### src/rtl/board_pkg.sv
// Board-level shared types and constants.
// Contents used by the ROM fetch path:
//   rom_fetch_state_t : fetch FSM states (IDLE, REQ, WAIT, DONE)
//   ROM_LINE_BYTES    : bytes per SDRAM burst line (8)
//   ROM_TAG_W         : line tag width, rom_addr[19:3] (17)
//   rom_word_sel      : picks 16-bit word n out of a little-endian 64-bit line
package board_pkg;

   localparam int unsigned ROM_LINE_BYTES = 8;
   localparam int unsigned ROM_TAG_W      = 17;
   localparam int unsigned ROM_LINE_W     = 64;
   localparam int unsigned ROM_WORD_W     = 16;

   typedef enum logic [1:0] {
      IDLE = 2'd0,
      REQ  = 2'd1,
      WAIT = 2'd2,
      DONE = 2'd3
   } rom_fetch_state_t;

   // Word n sits at bits [16n+15:16n].
   function automatic logic [ROM_WORD_W-1:0] rom_word_sel(input logic [ROM_LINE_W-1:0] line,
                                                          input logic [1:0]            idx);
      return line[{idx, 4'b0000} +: ROM_WORD_W];
   endfunction

endpackage

### src/rtl/rom_line_buffer.sv
// Single-line ROM buffer: one 64-bit line, its 17-bit tag and a valid bit.
// Ports:
//   clk, reset        : clock, async active-high reset
//   lookup_tag/word   : tag and word index of the incoming CPU read
//   invalidate        : clears valid; also forces a miss on the same-cycle lookup
//   fill_en/tag/data  : line write from a completed SDRAM burst
//   hit_c, hit_word_c : combinational hit flag and selected word
module rom_line_buffer
   import board_pkg::*;
(
   input  logic                  clk,
   input  logic                  reset,
   input  logic [ROM_TAG_W-1:0]  lookup_tag,
   input  logic [1:0]            lookup_word,
   input  logic                  invalidate,
   input  logic                  fill_en,
   input  logic [ROM_TAG_W-1:0]  fill_tag,
   input  logic [ROM_LINE_W-1:0] fill_data,
   output logic                  hit_c,
   output logic [ROM_WORD_W-1:0] hit_word_c
);

   logic                  valid_q;
   logic [ROM_TAG_W-1:0]  tag_q;
   logic [ROM_LINE_W-1:0] data_q;

   // Line storage; invalidate wins over a fill landing in the same cycle.
   always_ff @(posedge clk or posedge reset) begin
      if (reset) begin
         valid_q <= 1'b0;
         tag_q   <= '0;
         data_q  <= '0;
      end else begin
         if (invalidate) begin
            valid_q <= 1'b0;
         end else if (fill_en) begin
            valid_q <= 1'b1;
         end
         if (fill_en) begin
            tag_q  <= fill_tag;
            data_q <= fill_data;
         end
      end
   end

   assign hit_c      = valid_q & ~invalidate & (tag_q == lookup_tag);
   assign hit_word_c = rom_word_sel(data_q, lookup_word);

endmodule

### src/rtl/rom_fetch_bridge.sv
// CPU ROM read to SDRAM 64-bit burst bridge with req/ack toggle handshake.
// Optional single-line buffer compiled in with `define ROM_LINE_BUFFER_EN.
// Ports:
//   clk, reset            : clock, async active-high reset (shared with SDRAM controller)
//   rd_strobe             : one-cycle start of a CPU read cycle
//   cpu_rom_memrq         : ROM select; strobes without it are ignored
//   rom_addr[19:0]        : ROM byte address (bit 0 ignored)
//   invalidate            : clears the line buffer (ignored without the buffer)
//   dout[15:0]            : read data, holds between reads
//   rdy                   : low while the CPU must wait
//   sdr_addr[SDR_AW-1:0]  : 8-byte aligned burst address
//   sdr_req / sdr_ack     : request / acknowledge toggles
//   sdr_data[63:0]        : burst data, little-endian words
module rom_fetch_bridge
   import board_pkg::*;
#(
   parameter int unsigned       SDR_AW   = 25,
   parameter logic [SDR_AW-1:0] ROM_BASE = '0
) (
   input  logic                  clk,
   input  logic                  reset,
   input  logic                  rd_strobe,
   input  logic                  cpu_rom_memrq,
   input  logic [19:0]           rom_addr,
   input  logic                  invalidate,
   output logic [ROM_WORD_W-1:0] dout,
   output logic                  rdy,
   output logic [SDR_AW-1:0]     sdr_addr,
   output logic                  sdr_req,
   input  logic                  sdr_ack,
   input  logic [ROM_LINE_W-1:0] sdr_data
);

   localparam int unsigned LINE_OFS_W = $clog2(ROM_LINE_BYTES);
   localparam int unsigned WADDR_W    = 19;

   rom_fetch_state_t      state_q, state_d;
   logic [WADDR_W-1:0]    lat_addr_q, lat_addr_d;
   logic [ROM_WORD_W-1:0] dout_d;
   logic                  rdy_d;
   logic                  sdr_req_d;
   logic [SDR_AW-1:0]     sdr_addr_d;
   logic                  fill_en_c;
   logic                  hit_c;
   logic [ROM_WORD_W-1:0] hit_word_c;
   logic [19:0]           line_byte_c;
   logic [SDR_AW-1:0]     req_addr_c;

   // Line-aligned byte address of the latched read, rebased and wrapped to SDR_AW bits.
   assign line_byte_c = {lat_addr_q[WADDR_W-1:2], LINE_OFS_W'(0)};
   assign req_addr_c  = ROM_BASE + SDR_AW'(line_byte_c);

`ifdef ROM_LINE_BUFFER_EN
   rom_line_buffer u_line_buffer (
      .clk         (clk),
      .reset       (reset),
      .lookup_tag  (rom_addr[19:3]),
      .lookup_word (rom_addr[2:1]),
      .invalidate  (invalidate),
      .fill_en     (fill_en_c),
      .fill_tag    (lat_addr_q[WADDR_W-1:2]),
      .fill_data   (sdr_data),
      .hit_c       (hit_c),
      .hit_word_c  (hit_word_c)
   );

   logic unused_c;
   assign unused_c = rom_addr[0];
`else
   assign hit_c      = 1'b0;
   assign hit_word_c = '0;

   logic unused_c;
   assign unused_c = ^{invalidate, fill_en_c, rom_addr[0]};
`endif

   // Fetch FSM: next state and next register values.
   always_comb begin
      state_d    = state_q;
      lat_addr_d = lat_addr_q;
      dout_d     = dout;
      rdy_d      = rdy;
      sdr_req_d  = sdr_req;
      sdr_addr_d = sdr_addr;
      fill_en_c  = 1'b0;

      unique case (state_q)
         IDLE: begin
            if (rd_strobe && cpu_rom_memrq) begin
               lat_addr_d = rom_addr[19:1];
               rdy_d      = 1'b0;
               if (hit_c) begin
                  dout_d  = hit_word_c;
                  state_d = DONE;
               end else begin
                  state_d = REQ;
               end
            end
         end
         REQ: begin
            sdr_addr_d = req_addr_c;
            sdr_req_d  = ~sdr_req;
            state_d    = WAIT;
         end
         WAIT: begin
            if (sdr_ack == sdr_req) begin
               dout_d    = rom_word_sel(sdr_data, lat_addr_q[1:0]);
               fill_en_c = 1'b1;
               state_d   = DONE;
            end
         end
         DONE: begin
            rdy_d   = 1'b1;
            state_d = IDLE;
         end
         default: state_d = IDLE;
      endcase
   end

   // State and output registers.
   always_ff @(posedge clk or posedge reset) begin
      if (reset) begin
         state_q    <= IDLE;
         lat_addr_q <= '0;
         dout       <= '0;
         rdy        <= 1'b1;
         sdr_req    <= 1'b0;
         sdr_addr   <= '0;
      end else begin
         state_q    <= state_d;
         lat_addr_q <= lat_addr_d;
         dout       <= dout_d;
         rdy        <= rdy_d;
         sdr_req    <= sdr_req_d;
         sdr_addr   <= sdr_addr_d;
      end
   end

endmodule

### config.mk
export PLATFORM = sky130hd
export DESIGN_NAME = rom_fetch_bridge
export DESIGN_NICKNAME = d
export VERILOG_FILES = /design/src/rtl/board_pkg.sv /design/src/rtl/rom_line_buffer.sv /design/src/rtl/rom_fetch_bridge.sv
export SDC_FILE = /design/constraint.sdc
export NUM_CORES = 1
export LEC_CHECK = 0
export BUFFER_PORTS_ARGS = -buffer_cell sky130_fd_sc_hd__buf_2
export CAP_MARGIN = 20
export CORE_MARGIN = 5
export CORE_UTILIZATION = 41
export CTS_CLUSTER_DIAMETER = 60
export DETAILED_ROUTE_END_ITERATION = 6
export PLACE_DENSITY = 0.72
export RECOVER_POWER = 25
export SYNTH_ARGS = -nofsm -noshare
export SYNTH_HDL_FRONTEND = slang
export SYNTH_HIERARCHICAL = 1
export SYNTH_SLANG_ARGS = --single-unit
### constraint.sdc
create_clock -name clk -period 1.6 [get_ports clk]
set_input_delay 0.32 -clock clk [delete_from_list [all_inputs] [get_ports clk]]
set_output_delay 0.32 -clock clk [all_outputs]
set_load 0.02 [all_outputs]
==> results.txt <==
Yosys printed 6 warnings. The post-route clock period utilization is 95.0%. The area of placed instances came out at 3420 µm². The setup slack after layout is 0.0797 ns. The final routed DRC violation total is 0. For this design the static power due to leakage is 0.00173 µW.

The top-level port count is 133. The via count of the first global-routing pass was 2075. The cell count after synthesis came out at 163.

The number of iterations in the first detailed-routing pass came out at 4. The capturing element type of the critical path is a flop. Data arrives at the worst endpoint at 1.71 ns.

The peak fanout along the critical path is 16. The clock-pin slew of the registers on the worst-case setup and hold paths came out at 0.11 ns. The CTS sink count came out at 56.

The total grt overflow came out at 0. In this run the standard cell core region covers 6310 µm². The post-synthesis cell area is 2660 µm². The count of pins over their slew limit is 0.

The number of setup violations in the final report is 0. The H-tree was split into 2 levels. The clock latency on the worst-skew pair came out at 0.30 ns.

After synthesis the netlist holds a flip-flop and latch count of 56. For this run, the post-layout net count is 387. The highest ir drop seen on vdd is 854 µV. The total routed wirelength is 5.91 mm. Dividing the synthesized area by the synthesized cell count gives 16.3 µm². The total clock buffers created by CTS came out at 5.

The maximum clock skew at final layout is 0.00668 ns. The count of unique library cells instantiated by Yosys is 20. Leaving out fill and tap cells, the most frequent cells in the layout are sky130_fd_sc_hd__buf_2, sky130_fd_sc_hd__dfrtp_1, sky130_fd_sc_hd__mux2_2, sky130_fd_sc_hd__mux4_2, sky130_fd_sc_hd__conb_1. The number of inserted filler cells in the final layout came out at 539. The cell sitting at the root of the clock tree is a sky130_fd_sc_hd__clkbuf_8. The remaining antenna violation count came out at 0. The global placement routability congestion is 0.698. The most frequent standard cell in the layout excluding fill and tap cells is sky130_fd_sc_hd__buf_2. The setup path with the least slack is of type flop to flop. The detailed router finished its first iteration with 34 violations. Based on the critical path, the design can be clocked at up to 658 MHz.

For this configuration, the core starts out at a cell density of 42.1%. The global-route wire length before repair came out at 10.1 mm. The worst path buffer plus inverter count came out at 3. The cell area power density came out at 1920 nW/µm². For the worst flop-to-flop path, the logic depth is 6.

The number of maximum-capacitance violations came out at 0. The run finished with clean final reports. Walking the worst path, the cells encountered are inv_2, ha_2, inv_1, or2_1, buf_12, mux2_2.

The worst setup path is launched from a flop. The required time of the critical path came out at 1.79 ns. The worst pin sits at a relative slew slack of 51.7%. The placement-stage worst setup slack is 0.0705 ns.

The standard cell with the maximum stage delay on the critical path is sky130_fd_sc_hd__dfrtp_1. The count of buffers inserted at the top-level ports is 122. The number of antenna diodes in the final layout is 0.

The HPWL after detailed placement is 4.61 mm. The die width came out at 90.5 µm. Broken down by cell family, the worst path's largest delay share belongs to flip-flops.

The hold violation total from the final report is 0. The via total after detailed routing is 1804. The worst hold path belongs to the class input port to flop. The full die area is 8180 µm². The height of the die is 90.5 µm. The average routed wire per standard cell came out at 16.0 µm. After routing, the total negative slack on setup checks comes to 0 ns.

The share of layout cells above drive strength 1 is 70.6%. The design draws 6750 µW. The worst hold path was traced through 2 stages. The pin count of the biggest net entering global routing came out at 42. The critical path depth came out at 6.

The number of antenna violations at the first check in global routing was 0. In this design, the stage delay of the slowest critical-path cell is 0.41 ns. TritonCTS built the clock tree.

At the pin with the least slew margin, the transition time is 0.721 ns. The detailed-route vias per instance came out at 4.88. The growth of design area from synthesis to finish came out at 32.4%. Global routing consumed, over all layers together, 15.0% of the routing resources.

The sequential fraction of the synthesis area came out at 52.8%. After layout, the minimum clock period comes to 1.52 ns. The number of buffers on the longest clock path is 2. After routing the design area is 3520 µm².

Row generation in the floorplan step produced 29 rows.
==> worst paths after layout <==
path	start	endpoint	slack, ns
worst min register to register	rdy$_DFFE_PP1P_	rdy$_DFFE_PP1P_	0.51
min in group asynchronous	reset	dout[11]$_DFFE_PP0P_	0.63
worst max register to register	state_q[0]$_DFFE_PP0P_	dout[3]$_DFFE_PP0P_	0.08
worst min-delay path	rom_addr[7]	lat_addr_q[6]$_DFFE_PP0P_	0.24
max in group asynchronous	reset	rdy$_DFFE_PP1P_	0.17
worst max-delay path	state_q[0]$_DFFE_PP0P_	dout[3]$_DFFE_PP0P_	0.08
==> area by class of cell <==
type | count | area (µm²) | area share (%)
sequential | 56 | 1400 | 39.9
multi-input combinational | 91 | 1140 | 32.4
timing repair buffer | 133 | 762 | 21.7
tap | 77 | 96.3 | 2.74
clock buffer | 5 | 68.8 | 1.96
clock inverter | 3 | 27.5 | 0.783
inverter | 5 | 20.0 | 0.569
==> report_power, final <==
group | switching, µW | total [µW] | internal (µW) | leakage, µW
logic | 1610 | 3440 | 1840 | 0.00102
clock network | 474 | 797 | 322 | 0.0000463
registers | 355 | 2510 | 2150 | 0.000667
total | 2440 | 6750 | 4310 | 0.00173
==> routing by layer <==
metal,vias up,global-route usage (%),share of wire [%]
li1,836,-,-
met1,898,14.8,33
met2,63,29.2,58
met3,7,5.33,8.2
met4,0,3.85,1.3
met5,-,0,0
==> what timing repair did <==
item,CTS,global route
resized for setup,0,4
endpoints found under the hold margin,10,0
endpoints found under the setup margin,0,17
setup buffers,0,0
hold buffers,1,0
==> synthesized netlist by cell type <==
master                     number  share of area [%]
sky130_fd_sc_hd__mux4_1         7                6.9
sky130_fd_sc_hd__dfstp_2        1               0.99
sky130_fd_sc_hd__buf_6          3                1.3
sky130_fd_sc_hd__nand2_1        1               0.14
sky130_fd_sc_hd__nand3_1        1               0.19
sky130_fd_sc_hd__buf_2          3               0.57
sky130_fd_sc_hd__o32a_1         1               0.38
sky130_fd_sc_hd__inv_1          5               0.71
sky130_fd_sc_hd__a21boi_0       1               0.28
sky130_fd_sc_hd__conb_1         1               0.14
sky130_fd_sc_hd__a21oi_1        1               0.19
sky130_fd_sc_hd__or2_1          1               0.24
sky130_fd_sc_hd__mux4_2         9                7.6
sky130_fd_sc_hd__buf_4          8                2.3
sky130_fd_sc_hd__mux2_2        53                 22
sky130_fd_sc_hd__clkbuf_1       4               0.57
sky130_fd_sc_hd__dfrtp_1       55                 52
sky130_fd_sc_hd__xor2_1         2               0.66
sky130_fd_sc_hd__ha_1           5                2.4
sky130_fd_sc_hd__o21ai_0        1               0.19
==> through the flow <==
step / hold WS, ns / cells / util (%)
after floorplan: 0.400 / 170 / -
after global placement: 0.335 / 361 / 54.1
after detailed placement: 0.338 / 361 / 54.1
after CTS: 0.227 / 370 / 55.8
after global routing: 0.221 / 370 / 55.7
final: 0.238 / 370 / 55.7
==> flip-flops by register name, indices dropped and copies added (netlist names) <==
register	count
lat_addr_q	19
rdy	1
sdr_req	1
dout	16
sdr_addr	17
state_q	2
==> logic make-up after synthesis <==
group	after synthesis	synth area share [%]
fa+ha+maj	5	2.36
simple gates	3	0.565
compound gates	4	1.04
other cells	1	0.141
flops	56	52.8
buf+inv	23	5.37
mux	69	37.0
xor+xnor	2	0.660
No activity file was read; power rests on OpenSTA's default activity.
